**config.mk**
```make
export PLATFORM = sky130hd
export DESIGN_NAME = nand_async_seq
export DESIGN_NICKNAME = d
export VERILOG_FILES = /design/src/rtl/nand_async_seq.sv
export SDC_FILE = /design/constraint.sdc
export NUM_CORES = 1
export LEC_CHECK = 0
export ABC_AREA = 1
export BUFFER_PORTS_ARGS = -buffer_cell sky130_fd_sc_hd__buf_2
export CAP_MARGIN = 20
export CORE_MARGIN = 2
export CORE_UTILIZATION = 45
export CTS_BUF_LIST = sky130_fd_sc_hd__clkbuf_2
export CTS_CLUSTER_DIAMETER = 30
export CTS_CLUSTER_SIZE = 20
export DETAILED_ROUTE_END_ITERATION = 12
export PLACE_DENSITY = 0.73
export SLEW_MARGIN = 10
export SYNTH_ARGS = -nofsm -noshare
export SYNTH_HDL_FRONTEND = slang
export SYNTH_SLANG_ARGS = --single-unit
```
**constraint.sdc**
```tcl
create_clock -name v_clk0 -period 1.75 [get_ports v_clk0]
set_input_delay 0 -clock v_clk0 [delete_from_list [all_inputs] [get_ports v_clk0]]
set_output_delay 0 -clock v_clk0 [all_outputs]
set_load 0.03 [all_outputs]
```
**src/rtl/nand_async_seq.sv**
```systemverilog
// Async-mode NAND bus cycle sequencer: expands one CMD/ADDR/WDATA/RDATA byte
// request into a timed CE#/CLE/ALE/DQ/WE#/RE# sequence toward the PHY.
module nand_async_seq #(
    parameter int T_SETUP = 2,
    parameter int T_PULSE = 3,
    parameter int T_HOLD  = 2
) (
    input  logic       v_clk0,
    input  logic       v_rst0,
    input  logic       req_valid,
    output logic       req_ready,
    input  logic [1:0] req_type,
    input  logic [7:0] req_data,
    input  logic       req_chip,
    input  logic       req_last,
    output logic       rsp_valid,
    output logic [7:0] rsp_data,
    input  logic       ctl_wp_n,
    output logic       busy,
    output logic       v_ctrl_cle,
    output logic       v_ctrl_ale,
    output logic       v_ctrl_wrn,
    output logic       v_ctrl_wpn,
    output logic [1:0] v_ctrl_cen,
    output logic       v_ctrl_wen,
    output logic       v_ctrl_wen_sel,
    output logic       v_dq_data_oe_n,
    output logic [7:0] v_wr_data_rise,
    output logic [7:0] v_wr_data_fall,
    output logic       v_dqs_oe_n,
    output logic       v_dqs_rst_n,
    input  logic [7:0] v_rd_data_comb,
    output logic [1:0] dbg_state
);

    typedef enum logic [1:0] {IDLE, SETUP, PULSE, HOLD} state_t;

    localparam logic [1:0] TYPE_CMD   = 2'd0;
    localparam logic [1:0] TYPE_ADDR  = 2'd1;
    localparam logic [1:0] TYPE_RDATA = 2'd3;

    state_t     state, nxt_state;
    logic [3:0] cnt, nxt_cnt;
    logic [1:0] typ_q, nxt_typ;
    logic       last_q, nxt_last;

    logic       nxt_req_ready, nxt_rsp_valid, nxt_busy;
    logic [7:0] nxt_rsp_data, nxt_wr_data;
    logic       nxt_cle, nxt_ale, nxt_wrn, nxt_wen, nxt_oe_n;
    logic [1:0] nxt_cen;
    logic       accept;

    assign accept    = (state == IDLE) && req_valid && req_ready;
    assign dbg_state = state;

    // Every output is the registered copy of its nxt_* value; the strobes only
    // toggle on phase boundaries so CLE/ALE/DQ are stable while they are low.
    always_comb begin
        nxt_state     = state;
        nxt_cnt       = cnt;
        nxt_typ       = typ_q;
        nxt_last      = last_q;
        nxt_req_ready = req_ready;
        nxt_rsp_valid = 1'b0;
        nxt_rsp_data  = rsp_data;
        nxt_wr_data   = v_wr_data_rise;
        nxt_cle       = v_ctrl_cle;
        nxt_ale       = v_ctrl_ale;
        nxt_wrn       = v_ctrl_wrn;
        nxt_wen       = v_ctrl_wen;
        nxt_oe_n      = v_dq_data_oe_n;
        nxt_cen       = v_ctrl_cen;

        unique case (state)
            IDLE: begin
                nxt_req_ready = 1'b1;
                if (accept) begin
                    nxt_state     = SETUP;
                    nxt_cnt       = 4'(T_SETUP - 1);
                    nxt_typ       = req_type;
                    nxt_last      = req_last;
                    nxt_req_ready = 1'b0;
                    nxt_cen       = req_chip ? 2'b01 : 2'b10;
                    nxt_cle       = (req_type == TYPE_CMD);
                    nxt_ale       = (req_type == TYPE_ADDR);
                    if (req_type == TYPE_RDATA) begin
                        nxt_oe_n = 1'b1;
                    end else begin
                        nxt_oe_n    = 1'b0;
                        nxt_wr_data = req_data;
                    end
                end
            end
            SETUP: begin
                if (cnt == 4'd0) begin
                    nxt_state = PULSE;
                    nxt_cnt   = 4'(T_PULSE - 1);
                    if (typ_q == TYPE_RDATA) nxt_wrn = 1'b0;
                    else                     nxt_wen = 1'b0;
                end else begin
                    nxt_cnt = cnt - 4'd1;
                end
            end
            PULSE: begin
                if (cnt == 4'd0) begin
                    nxt_state = HOLD;
                    nxt_cnt   = 4'(T_HOLD - 1);
                    nxt_wen   = 1'b1;
                    nxt_wrn   = 1'b1;
                    // Sample DQ while RE# is still low; the byte is reported
                    // in the first HOLD cycle.
                    if (typ_q == TYPE_RDATA) begin
                        nxt_rsp_data  = v_rd_data_comb;
                        nxt_rsp_valid = 1'b1;
                    end
                end else begin
                    nxt_cnt = cnt - 4'd1;
                end
            end
            HOLD: begin
                if (cnt == 4'd0) begin
                    nxt_state     = IDLE;
                    nxt_req_ready = 1'b1;
                    nxt_cle       = 1'b0;
                    nxt_ale       = 1'b0;
                    nxt_oe_n      = 1'b1;
                    if (last_q) nxt_cen = 2'b11;
                end else begin
                    nxt_cnt = cnt - 4'd1;
                end
            end
            default: nxt_state = IDLE;
        endcase

        nxt_busy = (nxt_state != IDLE) || (nxt_cen != 2'b11);
    end

    always_ff @(posedge v_clk0) begin
        if (v_rst0) begin
            state  <= IDLE;
            cnt    <= 4'd0;
            typ_q  <= 2'd0;
            last_q <= 1'b0;
        end else begin
            state  <= nxt_state;
            cnt    <= nxt_cnt;
            typ_q  <= nxt_typ;
            last_q <= nxt_last;
        end
    end

    always_ff @(posedge v_clk0) begin
        if (v_rst0) begin
            req_ready      <= 1'b0;
            rsp_valid      <= 1'b0;
            rsp_data       <= 8'd0;
            busy           <= 1'b0;
            v_ctrl_cle     <= 1'b0;
            v_ctrl_ale     <= 1'b0;
            v_ctrl_wrn     <= 1'b1;
            v_ctrl_wpn     <= 1'b0;
            v_ctrl_cen     <= 2'b11;
            v_ctrl_wen     <= 1'b1;
            v_ctrl_wen_sel <= 1'b1;
            v_dq_data_oe_n <= 1'b1;
            v_wr_data_rise <= 8'd0;
            v_wr_data_fall <= 8'd0;
            v_dqs_oe_n     <= 1'b1;
            v_dqs_rst_n    <= 1'b0;
        end else begin
            req_ready      <= nxt_req_ready;
            rsp_valid      <= nxt_rsp_valid;
            rsp_data       <= nxt_rsp_data;
            busy           <= nxt_busy;
            v_ctrl_cle     <= nxt_cle;
            v_ctrl_ale     <= nxt_ale;
            v_ctrl_wrn     <= nxt_wrn;
            v_ctrl_wpn     <= ctl_wp_n;
            v_ctrl_cen     <= nxt_cen;
            v_ctrl_wen     <= nxt_wen;
            v_ctrl_wen_sel <= 1'b1;
            v_dq_data_oe_n <= nxt_oe_n;
            v_wr_data_rise <= nxt_wr_data;
            v_wr_data_fall <= nxt_wr_data;
            v_dqs_oe_n     <= 1'b1;
            v_dqs_rst_n    <= 1'b0;
        end
    end

endmodule

```
==> impl_metrics.prom, run 1 <==
# TYPE chip_impl_metric gauge
chip_impl_info{name="outcome",value="finished, final reports clean"} 1
chip_impl_metric{name="first_pass_iters",unit=""} 6
chip_impl_metric{name="die_height",unit="um"} 66.99
chip_impl_metric{name="cts_max_level",unit=""} 2
chip_impl_metric{name="synth_area_per_cell",unit="um^2"} 7.409
chip_impl_metric{name="post-place-ws",unit="ns"} 0.1778
chip_impl_metric{name="max_frequency",unit="GHz"} 0.6364
chip_impl_metric{name="timing.critical_path.arrival",unit="ns"} 1.86
chip_impl_metric{name="final_power",unit="mW"} 3.295
chip_impl_metric{name="detailedRoute.firstIterationViolations",unit=""} 61
chip_impl_info{name="start_kind",value="flop"} 1
chip_impl_metric{name="port_buffers",unit=""} 60
chip_impl_metric{name="internal_power_of_the_cells",unit="mW"} 1.775
chip_impl_metric{name="finalCriticalPeriod",unit="ns"} 1.571
chip_impl_metric{name="timing_max_transition_violations_final",unit=""} 0
chip_impl_metric{name="detailed_place.area",unit="um^2"} 2048
chip_impl_metric{name="wl_per_cell",unit="um"} 11.27
chip_impl_metric{name="initial_core_util",unit=""} 0.4769
chip_impl_metric{name="path_clk_slew",unit="ns"} 0.20
chip_impl_info{name="cts-root-buf",value="clkbuf_2"} 1
chip_impl_metric{name="post-route-cell-area",unit="um^2"} 2346
chip_impl_metric{name="netlist_instances",unit=""} 241
chip_impl_metric{name="postRouteAntennaNets",unit=""} 0
chip_impl_metric{name="switching_power_of_the_nets",unit="mW"} 1.520
chip_impl_metric{name="wirelength",unit="um"} 4126
chip_impl_info{name="rsz0062_at_grt",value="false"} 1
chip_impl_metric{name="syn_to_layout_area_delta",unit="%"} 31.39
chip_impl_info{name="cts_tree",value="yes"} 1
chip_impl_metric{name="share_clk_of_total_power",unit=""} 0.161
chip_impl_metric{name="synth-seq-area-share",unit=""} 0.4036
chip_impl_metric{name="clock_insertion_delay_worst_skew",unit="ns"} 0.39
chip_impl_metric{name="grt_remaining_overflow",unit=""} 0
chip_impl_info{name="worst_setup_path_end_kind",value="flop"} 1
chip_impl_metric{name="die_area",unit="um^2"} 4488
chip_impl_metric{name="wire_length_of_the_first_global_routing_pass",unit="um"} 6920
chip_impl_metric{name="final.fill_count",unit=""} 365
chip_impl_metric{name="gate_power_share",unit=""} 0.505
chip_impl_metric{name="worst_clock_skew",unit="ns"} 0.02316
chip_impl_metric{name="max-clock-path-buffers",unit=""} 2
chip_impl_metric{name="final_layout_size_suffix_gt1_frac",unit=""} 0.3050
chip_impl_metric{name="required_time_of_the_critical_path",unit="ns"} 2.04
chip_impl_metric{name="cts_sinks",unit=""} 36
chip_impl_metric{name="rows",unit=""} 22
chip_impl_metric{name="cts_made_buffers",unit=""} 5
chip_impl_metric{name="num_antenna_cells",unit=""} 0
chip_impl_metric{name="timing.max_cap.violations",unit=""} 0
chip_impl_metric{name="place_congestion",unit=""} 0.8569
chip_impl_metric{name="holdWs",unit="ns"} 0.04629
chip_impl_metric{name="syn_std_cell_area",unit="um^2"} 1785
chip_impl_metric{name="track_usage",unit=""} 0.2055
chip_impl_info{name="layout_commonest_cell",value="buf_2"} 1
chip_impl_metric{name="synth_seq_cells",unit=""} 36
chip_impl_metric{name="power.static_leakage",unit="nW"} 1.212
chip_impl_metric{name="power.sequential.fraction",unit=""} 0.334
chip_impl_info{name="ys_dominant_reg_cell",value="dfxtp_1"} 1
chip_impl_metric{name="setup_violations_final",unit=""} 0
chip_impl_metric{name="dr_total_vias",unit=""} 1716
chip_impl_info{name="path_class",value="reg -> reg"} 1
chip_impl_metric{name="post-route-period-util",unit=""} 0.8979
chip_impl_metric{name="power-per-cell-area",unit="nW/um^2"} 1405
chip_impl_metric{name="synth.distinct_cells",unit=""} 27
chip_impl_metric{name="detailed_route_drc_error_count",unit=""} 0
chip_impl_info{name="hold_path.class",value="in -> reg"} 1
chip_impl_metric{name="nNetsFinal",unit=""} 347
chip_impl_metric{name="ys_async_sr_fraction",unit=""} 0
chip_impl_metric{name="hold_violations",unit=""} 0
chip_impl_metric{name="worst_ir_drop_vdd",unit="mV"} 0.7869
chip_impl_metric{name="cts_post_setup_buffers_inserted",unit=""} 0
chip_impl_metric{name="ys.warnings.count",unit=""} 0
chip_impl_metric{name="critical_path_peak_fanout",unit=""} 9
chip_impl_metric{name="placed_wire_length_estimate",unit="um"} 2827
chip_impl_metric{name="grt_start_max_net_pins",unit=""} 28
chip_impl_metric{name="synth_enable_flop_cells",unit=""} 0
chip_impl_metric{name="ios",unit=""} 64
chip_impl_metric{name="antenna_found_initial",unit=""} 0
chip_impl_metric{name="drt-vias-per-instance",unit=""} 4.689
chip_impl_metric{name="setup_ws",unit="ns"} 0.1787
chip_impl_metric{name="power.switching_fraction",unit=""} 0.4613
chip_impl_metric{name="design.core.area",unit="um^2"} 3744
chip_impl_metric{name="die_w",unit="um"} 66.99
chip_impl_metric{name="total_neg_setup_slack",unit="ns"} 0
chip_impl_info{name="top_library_cells_by_usage_in_the_layout_fill_and_taps_aside",value="60 x buf_2, 51 x nand2_1, 42 x nor2_1"} 1
chip_impl_metric{name="grt_pass1_vias",unit=""} 1599
==> cell usage after synthesis, types with 6 or more instances <==
cell type	number	share of area
a21oi_1	8	0.022
buf_4	11	0.046
dfxtp_1	36	0.40
ha_1	6	0.042
inv_1	16	0.034
nand2_1	51	0.11
nor2_1	42	0.088
nor2_2	6	0.021
o211ai_1	6	0.025
o21ai_0	15	0.042
o21ai_1	8	0.022
==> what timing repair did <==
| action | 4_1_cts | 5_1_grt |
|---|---|---|
| resized for setup | 0 | 1 |
| hold buffers | 23 | 0 |
| hold endpoints to repair | 29 | 0 |
| endpoints found under the setup margin | 0 | 1 |
==> sequential cells by signal (all words and copies together), names as in the netlist, 2 cells and up <==
signal	flops
cnt	4
dbg_state	2
rsp_data	8
typ_q	2
v_ctrl_cen	2
v_wr_data_fall	8
==> power by group through the flow <==
stage,Sequential [mW],Combinational (mW),Clock [mW]
after floorplan,1.37,1.05,0
after global placement,1.12,1.62,0
after detailed placement,1.12,1.63,0
after CTS,1.10,1.67,0.544
after global routing,1.13,1.84,0.590
final,1.10,1.66,0.530
==> per-layer routing <==
metal  wire, um  global-route usage
met5          0                   0
met1       1854              0.2495
met4        131              0.1020
met2       1953              0.3350
met3        186             0.05236
==> through the flow <==
step                instances  utilization
floorplan                 242            -
global placement          335       0.5471
detailed placement        335       0.5471
CTS                       366       0.6260
global route              366       0.6267
finish                    366       0.6267
==> kinds of logic after synthesis <==
kind of cell / after synthesis / synth area share
xor gates and xnor gates: 1 / 0.004906
DFF: 36 / 0.4036
other: 2 / 0.004206
and+or+nand+nor: 117 / 0.3069
adders and majority gates: 6 / 0.04205
buffers and inverters: 39 / 0.1114
AOI/OAI and AO/OA: 40 / 0.1268
==> worst max-delay path, cell delays in order (launching register included) <==
cell and delay, ns:
dfxtp_1 0.40, inv_1 0.12, ha_1 0.24, inv_2 0.11, nor2_8 0.16, inv_4 0.07
nor2_8 0.16, inv_4 0.09, nor2_2 0.09, nor2_1 0.05
==> cell type report <==
class                   instances  area, um^2  area share
clock buffers                   6       30.03     0.01280
clock inverters                 2       35.03     0.01493
inverters                      24       97.59     0.04160
multi-input cells             167       872.1      0.3717
flip-flops and latches         36       720.7      0.3072
well taps                      48       60.06     0.02560
repair buffers                 83       530.5      0.2261
==> worst paths after layout <==
kind | startpoint | end | slack [ns] | cells past startpoint
max | dbg_state[0]$_SDFF_PP0_ | v_wr_data_fall[7]$_SDFFE_PP0P_ | 0.18 | 9
min | req_valid | typ_q[1]$_SDFFE_PP0P_ | 0.05 | 5
min reg2reg | typ_q[0]$_SDFFE_PP0P_ | typ_q[0]$_SDFFE_PP0P_ | 0.47 | 2
max reg2reg | dbg_state[0]$_SDFF_PP0_ | v_wr_data_fall[7]$_SDFFE_PP0P_ | 0.18 | 9
(Power assumes the default switching activity.)
==> run 2, diff against run 1 <==
--- a/config.mk
+++ b/config.mk
@@ -5,16 +5,16 @@
 export SDC_FILE = /design/constraint.sdc
 export NUM_CORES = 1
 export LEC_CHECK = 0
-export ABC_AREA = 1
 export BUFFER_PORTS_ARGS = -buffer_cell sky130_fd_sc_hd__buf_2
 export CAP_MARGIN = 20
 export CORE_MARGIN = 2
-export CORE_UTILIZATION = 45
+export CORE_UTILIZATION = 40
 export CTS_BUF_LIST = sky130_fd_sc_hd__clkbuf_2
 export CTS_CLUSTER_DIAMETER = 30
 export CTS_CLUSTER_SIZE = 20
 export DETAILED_ROUTE_END_ITERATION = 12
-export PLACE_DENSITY = 0.73
+export PLACE_DENSITY = 0.67
+export SKIP_CTS_REPAIR_TIMING = 1
 export SLEW_MARGIN = 10
 export SYNTH_ARGS = -nofsm -noshare
 export SYNTH_HDL_FRONTEND = slang
==> run 2 against run 1 <==
  * The run now ends with negative setup slack left
  * Setup slack got worse by 0.31 ns
  * Sequential share of layout area fell by 1.0 points
  * Via count fell by 4.4%
  * Register-to-register slack got worse by 0.31 ns
  * Sequential power fell by 5%
  * Clock-buffer cell count fell by 1
  * Synthesized cell count fell by 23%
  * Non-clock buffer count rose by 24
  * Clock skew fell by 0.013 ns
  * Final area rose by 4.1%
  * Critical path depth fell by 3
  * Wire length fell by 0.29%
  * Largest cell class unchanged
==> impl_metrics.prom, run 2 <==
# TYPE chip_impl_metric gauge
chip_impl_info{name="outcome",value="complete, but fails checks"} 1
chip_impl_info{name="violations",value="negative setup slack"} 1
chip_impl_metric{name="finalCriticalPeriod",unit="ns"} 1.880
chip_impl_metric{name="drt-vias-per-instance",unit=""} 4.958
chip_impl_info{name="layout_commonest_cell",value="buf_2"} 1
chip_impl_metric{name="dr_total_vias",unit=""} 1641
chip_impl_metric{name="grt_util_met1",unit=""} 0.2180
chip_impl_metric{name="initial_core_util",unit=""} 0.4170
chip_impl_metric{name="cts_made_buffers",unit=""} 5
chip_impl_metric{name="path_clk_slew",unit="ns"} 0.20
chip_impl_metric{name="grt.met2_usage",unit=""} 0.2524
chip_impl_metric{name="detailed_route_drc_error_count",unit=""} 0
chip_impl_info{name="top_library_cells_by_usage_in_the_layout_fill_and_taps_aside",value="60 x buf_2, 32 x dfxtp_1, 27 x nor2_1"} 1
chip_impl_metric{name="setup_violations_final",unit=""} 2
chip_impl_metric{name="num_antenna_cells",unit=""} 0
chip_impl_metric{name="first_pass_iters",unit=""} 4
chip_impl_metric{name="synth_area_per_cell",unit="um^2"} 8.967
chip_impl_metric{name="detailedRoute.firstIterationViolations",unit=""} 80
chip_impl_metric{name="critical_path_peak_fanout",unit=""} 3
chip_impl_metric{name="required_time_of_the_critical_path",unit="ns"} 2.08
chip_impl_metric{name="grtUsageMet3",unit=""} 0.04870
chip_impl_metric{name="rows",unit=""} 23
chip_impl_info{name="startpoint_of_the_most_critical_register_to_register_path",value="cnt[0]$_SDFFE_PP0P_"} 1
chip_impl_metric{name="timing.max_cap.violations",unit=""} 0
chip_impl_metric{name="syn_to_layout_area_delta",unit="%"} 46.44
chip_impl_metric{name="final_power",unit="mW"} 3.461
chip_impl_info{name="hold_path.class",value="in -> reg"} 1
chip_impl_metric{name="design.core.area",unit="um^2"} 4000
chip_impl_info{name="path_class",value="reg -> reg"} 1
chip_impl_info{name="start_kind",value="flop"} 1
chip_impl_metric{name="placed_wire_length_estimate",unit="um"} 2759
chip_impl_metric{name="grt_remaining_overflow",unit=""} 0
chip_impl_metric{name="power-per-cell-area",unit="nW/um^2"} 1417
chip_impl_metric{name="synth.distinct_cells",unit=""} 36
chip_impl_info{name="grt-busiest-layer",value="met2"} 1
chip_impl_info{name="post-synth-top-area-cell",value="dfxtp_1"} 1
chip_impl_metric{name="die_height",unit="um"} 68.57
chip_impl_info{name="rsz0062_at_grt",value="true"} 1
chip_impl_metric{name="cts_sinks",unit=""} 36
chip_impl_metric{name="place_congestion",unit=""} 0.8577
chip_impl_info{name="top_regs",value="rsp_data (8), v_wr_data_fall (8), cnt (4)"} 1
chip_impl_metric{name="grt_pass1_vias",unit=""} 1300
chip_impl_info{name="cts-root-buf",value="clkbuf_2"} 1
chip_impl_info{name="cts_tree",value="yes"} 1
chip_impl_metric{name="ys_async_sr_fraction",unit=""} 0
chip_impl_metric{name="hold_violations",unit=""} 0
chip_impl_metric{name="antenna_found_initial",unit=""} 0
chip_impl_metric{name="ys.warnings.count",unit=""} 0
chip_impl_metric{name="synth_seq_cells",unit=""} 36
chip_impl_metric{name="nNetsFinal",unit=""} 310
chip_impl_info{name="synth.area.top_cells",value="dfxtp_1 43%, mux2i_1 11%, nor2_1 6.1%, buf_4 5.0%, ha_1 4.5%"} 1
chip_impl_metric{name="grt_start_max_net_pins",unit=""} 37
chip_impl_metric{name="timing_max_transition_violations_final",unit=""} 0
chip_impl_info{name="most_numerous_cell_in_the_yosys_netlist",value="dfxtp_1"} 1
chip_impl_info{name="worst_setup_path_end_kind",value="flop"} 1
chip_impl_metric{name="synth-seq-area-share",unit=""} 0.4321
chip_impl_metric{name="slew_headroom",unit=""} 0.5935
chip_impl_metric{name="wire_length_of_the_first_global_routing_pass",unit="um"} 5775
chip_impl_metric{name="worstMarginPinSlew",unit="ns"} 0.6098
chip_impl_metric{name="max-clock-path-buffers",unit=""} 2
chip_impl_metric{name="holdWs",unit="ns"} 0.05856
chip_impl_info{name="ys_dominant_reg_cell",value="dfxtp_1"} 1
chip_impl_metric{name="ios",unit=""} 64
chip_impl_metric{name="wl_per_cell",unit="um"} 12.43
chip_impl_metric{name="synth_largest_type_area_fraction",unit=""} 0.4321
chip_impl_metric{name="synth_enable_flop_cells",unit=""} 0
chip_impl_metric{name="port_buffers",unit=""} 60
chip_impl_metric{name="clock_insertion_delay_worst_skew",unit="ns"} 0.39
chip_impl_metric{name="track_usage",unit=""} 0.1644
chip_impl_info{name="worst_setup_path_startpoint",value="cnt[0]$_SDFFE_PP0P_"} 1
chip_impl_metric{name="final_core_util",unit=""} 0.6106
chip_impl_metric{name="regArea",unit="um^2"} 725.7
chip_impl_metric{name="die_w",unit="um"} 68.57
chip_impl_metric{name="max_frequency",unit="GHz"} 0.5318
chip_impl_metric{name="cts_max_level",unit=""} 2
chip_impl_metric{name="syn_std_cell_area",unit="um^2"} 1668
chip_impl_metric{name="setup_ws",unit="ns"} -0.1303
chip_impl_info{name="hold_start",value="req_chip"} 1
chip_impl_metric{name="post-place-ws",unit="ns"} -0.06856
chip_impl_metric{name="power.static_leakage",unit="nW"} 1.178
chip_impl_metric{name="timing.critical_path.arrival",unit="ns"} 2.21
chip_impl_metric{name="netlist_instances",unit=""} 186
chip_impl_metric{name="multi_input_combinational_cell_area",unit="um^2"} 853.3
chip_impl_info{name="synth_common_cells",value="36 x dfxtp_1, 27 x nor2_1, 19 x mux2i_1"} 1
chip_impl_metric{name="worst_ir_drop_vdd",unit="mV"} 0.6784
chip_impl_metric{name="post-route-period-util",unit=""} 1.074
chip_impl_metric{name="postRouteAntennaNets",unit=""} 0
chip_impl_metric{name="worst_clock_skew",unit="ns"} 0.009842
chip_impl_metric{name="final.fill_count",unit=""} 346
chip_impl_metric{name="final_layout_size_suffix_gt1_frac",unit=""} 0.4093
chip_impl_metric{name="die_area",unit="um^2"} 4702
chip_impl_metric{name="wirelength",unit="um"} 4114
## run 2: cells by family (layout without fill, tap and decap cells)
group / count (synthesis) / count (layout) / share of synthesized area
adders and majority gates: 6 / 6 / 0.04501
AOI/OAI and AO/OA: 32 / 32 / 0.1290
buffers and inverters: 27 / 121 / 0.09002
other: 2 / 3 / 0.004503
DFF: 36 / 36 / 0.4321
and+or+nand+nor: 64 / 64 / 0.1853
muxes: 19 / 19 / 0.1140
## run 2: critical path: stages (launching register included)
cell and delay [ns]:
dfxtp_2 0.37, inv_2 0.07, ha_4 0.12, or3b_4 0.37, a211o_1 0.29, or4b_1 0.47
a21oi_1 0.13
## run 2: where the power goes
part	total [mW]	switching, mW	internal [mW]
Sequential	1.05	0.0883	0.966
Clock	0.406	0.305	0.101
Combinational	2.00	1.09	0.913
Total	3.46	1.48	1.98
## run 2: stage by stage
step / area (um^2) / setup TNS (ns) / std cells
floorplan: 1689 / -0.3571 / 187
global placement: 2132 / -0.04491 / 301
detailed placement: 2132 / -0.09555 / 301
CTS: 2178 / -0.3104 / 309
global route: 2442 / -0.4310 / 331
finish: 2442 / -0.1857 / 331
## run 2: area by class of cell
cell class | instances | area share
multi-input cells | 124 | 0.3494
clock inverters | 3 | 0.008709
flip-flops and latches | 36 | 0.2971
repair buffers | 107 | 0.2997
well taps | 50 | 0.02561
inverters | 6 | 0.009221
clock buffers | 5 | 0.01025
## run 2: worst paths after layout
kind / to / slack [ns] / cells past startpoint
worst min register to register: v_ctrl_cle$_SDFFE_PP0P_ / 0.47 / 2
worst max-delay path: v_ctrl_ale$_SDFFE_PP0P_ / -0.13 / 6
worst max register to register: v_ctrl_ale$_SDFFE_PP0P_ / -0.13 / 6
worst min-delay path: busy$_SDFF_PP0_ / 0.06 / 3
## run 2: per-layer routing
layer | part of all wire | wire length [um] | vias up
met4 | 0.012 | 51 | 0
met1 | 0.44 | 1828 | 761
met2 | 0.49 | 1997 | 51
met3 | 0.057 | 236 | 7
li1 | - | - | 822
met5 | 0 | 0 | -
==> run 3, diff against run 2 <==
--- a/config.mk
+++ b/config.mk
@@ -5,6 +5,7 @@
 export SDC_FILE = /design/constraint.sdc
 export NUM_CORES = 1
 export LEC_CHECK = 0
+export ABC_AREA = 1
 export BUFFER_PORTS_ARGS = -buffer_cell sky130_fd_sc_hd__buf_2
 export CAP_MARGIN = 20
 export CORE_MARGIN = 2
==> run 3 against run 2 <==
  * The flow now finishes without violations
  * Register-to-register slack better by 0.34 ns
  * Global-route usage is 0.44 points lower
  * Wire length is 0.19% higher
  * First-iteration DRC count is 2.5% lower
  * Combinational power is 17% lower
  * Critical path depth is 4 higher
  * Worst hold slack worse by 0.013 ns
  * Final area is 4.3% lower
  * Clock skew is 0.0087 ns higher
  * Sequential share of layout area is 1.1 points higher
==> impl_metrics.prom, run 3 (same netlist as run 1, synthesis figures left out) <==
# TYPE chip_impl_metric gauge
chip_impl_metric{name="post-route-cell-area",unit="um^2"} 2337
chip_impl_info{name="worst_setup_path_end_kind",value="flop"} 1
chip_impl_metric{name="cts_made_buffers",unit=""} 5
chip_impl_metric{name="dp_cells",unit=""} 340
chip_impl_metric{name="die_height",unit="um"} 70.81
chip_impl_metric{name="nNetsFinal",unit=""} 348
chip_impl_metric{name="power.static_leakage",unit="nW"} 1.207
chip_impl_info{name="layout_commonest_cell",value="buf_2"} 1
chip_impl_metric{name="max_frequency",unit="GHz"} 0.6493
chip_impl_info{name="cts-root-buf",value="clkbuf_2"} 1
chip_impl_metric{name="detailed_route_drc_error_count",unit=""} 0
chip_impl_metric{name="setup_violations_final",unit=""} 0
chip_impl_info{name="most_frequent_cell_on_the_critical_path",value="nand2_1"} 1
chip_impl_metric{name="ios",unit=""} 64
chip_impl_metric{name="port_buffers",unit=""} 60
chip_impl_metric{name="grt_pass1_vias",unit=""} 1550
chip_impl_metric{name="post-route-period-util",unit=""} 0.8801
chip_impl_metric{name="syn_to_layout_area_delta",unit="%"} 30.90
chip_impl_metric{name="dr_total_vias",unit=""} 1725
chip_impl_metric{name="hold_violations",unit=""} 0
chip_impl_metric{name="antenna_found_initial",unit=""} 0
chip_impl_metric{name="worst_clock_skew",unit="ns"} 0.01856
chip_impl_metric{name="power-per-cell-area",unit="nW/um^2"} 1350
chip_impl_metric{name="wl_met2",unit="um"} 1998
chip_impl_metric{name="route.met3.wl",unit="um"} 258
chip_impl_metric{name="final-instance-count-excl-fill",unit=""} 371
chip_impl_metric{name="rrSetupSlack",unit="ns"} 0.21
chip_impl_metric{name="detailedRoute.firstIterationViolations",unit=""} 78
chip_impl_metric{name="timing_max_transition_violations_final",unit=""} 0
chip_impl_metric{name="track_usage",unit=""} 0.1601
chip_impl_metric{name="placed_wire_length_estimate",unit="um"} 2925
chip_impl_info{name="cpMaxStageDelayCell",value="dfxtp_1"} 1
chip_impl_info{name="crit-reg2reg-capture",value="busy$_SDFF_PP0_"} 1
chip_impl_metric{name="reg2reg_depth",unit=""} 10
chip_impl_metric{name="wirelength",unit="um"} 4122
chip_impl_metric{name="die_w",unit="um"} 70.81
chip_impl_info{name="top_library_cells_by_usage_in_the_layout_fill_and_taps_aside",value="60 x buf_2, 51 x nand2_1, 42 x nor2_1"} 1
chip_impl_metric{name="die_area",unit="um^2"} 5014
chip_impl_metric{name="rows",unit=""} 24
chip_impl_metric{name="initial_core_util",unit=""} 0.4129
chip_impl_metric{name="final_layout_size_suffix_gt1_frac",unit=""} 0.3041
chip_impl_info{name="chain_of_cells_forming_the_critical_path",value="inv_1, ha_1, nor2_1, nand2_1, nand2_1, nand2_1, nand2_1, nand2_1, nor2_1, nor2_1"} 1
chip_impl_metric{name="crit_path_max_incr_delay",unit="ns"} 0.45
chip_impl_metric{name="wl_per_cell",unit="um"} 11.11
chip_impl_metric{name="detailed_place.area",unit="um^2"} 2061
chip_impl_metric{name="place_congestion",unit=""} 0.8940
chip_impl_metric{name="clock_insertion_delay_worst_skew",unit="ns"} 0.38
chip_impl_info{name="hold_path.class",value="in -> reg"} 1
chip_impl_metric{name="required_time_of_the_critical_path",unit="ns"} 2.04
chip_impl_metric{name="grt_start_max_net_pins",unit=""} 28
chip_impl_metric{name="num_antenna_cells",unit=""} 0
chip_impl_metric{name="finalCriticalPeriod",unit="ns"} 1.540
chip_impl_metric{name="drt-vias-per-instance",unit=""} 4.650
chip_impl_info{name="top_regs",value="rsp_data (8), v_wr_data_fall (8), cnt (4)"} 1
chip_impl_metric{name="max-clock-path-buffers",unit=""} 2
chip_impl_info{name="worst_setup_path_startpoint",value="dbg_state[0]$_SDFF_PP0_"} 1
chip_impl_info{name="cts_tree",value="yes"} 1
chip_impl_metric{name="cts_max_level",unit=""} 2
chip_impl_metric{name="design.core.area",unit="um^2"} 4324
chip_impl_info{name="outcome",value="finished, final reports clean"} 1
chip_impl_info{name="startpoint_of_the_most_critical_register_to_register_path",value="dbg_state[0]$_SDFF_PP0_"} 1
chip_impl_metric{name="timing.max_cap.violations",unit=""} 0
chip_impl_metric{name="grt_remaining_overflow",unit=""} 0
chip_impl_metric{name="first_pass_iters",unit=""} 4
chip_impl_info{name="start_kind",value="flop"} 1
chip_impl_info{name="critical_path.endpoint",value="busy$_SDFF_PP0_"} 1
chip_impl_info{name="path_class",value="reg -> reg"} 1
chip_impl_metric{name="worst_ir_drop_vdd",unit="mV"} 0.6028
chip_impl_metric{name="postRouteAntennaNets",unit=""} 0
chip_impl_metric{name="critical_path_peak_fanout",unit=""} 5
chip_impl_metric{name="path_clk_slew",unit="ns"} 0.19
chip_impl_metric{name="cts_sinks",unit=""} 36
chip_impl_metric{name="wire_length_of_the_first_global_routing_pass",unit="um"} 6492
chip_impl_info{name="maxUsedRoutingLayer",value="met4"} 1
chip_impl_info{name="rsz0062_at_grt",value="false"} 1
chip_impl_metric{name="total_neg_setup_slack",unit="ns"} 0
chip_impl_metric{name="timing.critical_path.arrival",unit="ns"} 1.83
chip_impl_metric{name="route.layer.met1.wl",unit="um"} 1795
[run 3: changes by cell type in the layout (fill, tap and decap cells not counted), moves of 4 or more]
| cell | previous run | this run |
|---|---|---|
| nor2_2 | 0 | 6 |
| buf_4 | 24 | 1 |
| o211ai_1 | 0 | 6 |
| nor2_1 | 27 | 42 |
| o21ai_1 | 0 | 8 |
| inv_1 | 4 | 16 |
| nand2_1 | 9 | 51 |
| dfxtp_2 | 4 | 0 |
| mux2i_1 | 19 | 0 |
| nor3_1 | 8 | 1 |
| dfxtp_1 | 32 | 36 |
| o21ai_0 | 4 | 15 |
[run 3: per-layer routing]
metal | GRT usage | vias to the layer above
met5 | 0 | -
met4 | 0.05451 | 0
met3 | 0.05413 | 8
met2 | 0.2690 | 52
met1 | 0.1918 | 759
li1 | - | 906
[run 3: metrics by stage]
stage / worst slack [ns] / total power, mW / hold slack, ns / util
2_1_floorplan: 0.1618 / 2.423 / 0.1070 / -
3_3_place_gp: 0.2703 / 2.730 / 0.1987 / 0.4766
3_5_place_dp: 0.2001 / 2.744 / 0.2079 / 0.4766
4_1_cts: 0.2021 / 3.149 / -0.2267 / 0.4873
5_1_grt: 0.05183 / 3.423 / -0.0006369 / 0.5405
6_report: 0.2099 / 3.154 / 0.04580 / 0.5405
[run 3: critical path, delay by kind of cell, from the launching register on]
family / cells / cell delay [ns]
AND/OR/NAND/NOR: 8 / 0.63
adder cells (fa/ha/maj): 1 / 0.28
flip-flops: 1 / 0.45
buffers and inverters: 1 / 0.10
[run 3: layout make-up]
type | count | area, um^2
Tap cell | 52 | 65.06
Clock inverter | 2 | 16.27
Clock buffer | 6 | 30.03
Timing Repair Buffer | 84 | 538.0
Multi-Input combinational cell | 167 | 869.6
Inverter | 24 | 97.59
Fill cell | 449 | 1987
Sequential cell | 36 | 720.7
[run 3: worst min-delay path by stage]
stage	to	cells after the start	from	slack, ns
finish	typ_q[0]$_SDFFE_PP0P_	5	req_valid	0.05
CTS	v_ctrl_wpn$_SDFF_PP0_	3	ctl_wp_n	-0.23
global route	typ_q[0]$_SDFFE_PP0P_	5	req_valid	-0.0006
detailed placement	v_ctrl_wpn$_SDFF_PP0_	3	ctl_wp_n	0.21
floorplan	v_ctrl_wpn$_SDFF_PP0_	2	ctl_wp_n	0.11
global placement	v_ctrl_wpn$_SDFF_PP0_	3	ctl_wp_n	0.20
[run 3: report_power, final]
part           internal, mW  total [mW]  switching (mW)
Combinational         0.534        1.66            1.12
Sequential            0.993        1.10           0.108
Clock                 0.107       0.395           0.288
Total                  1.63        3.15            1.52
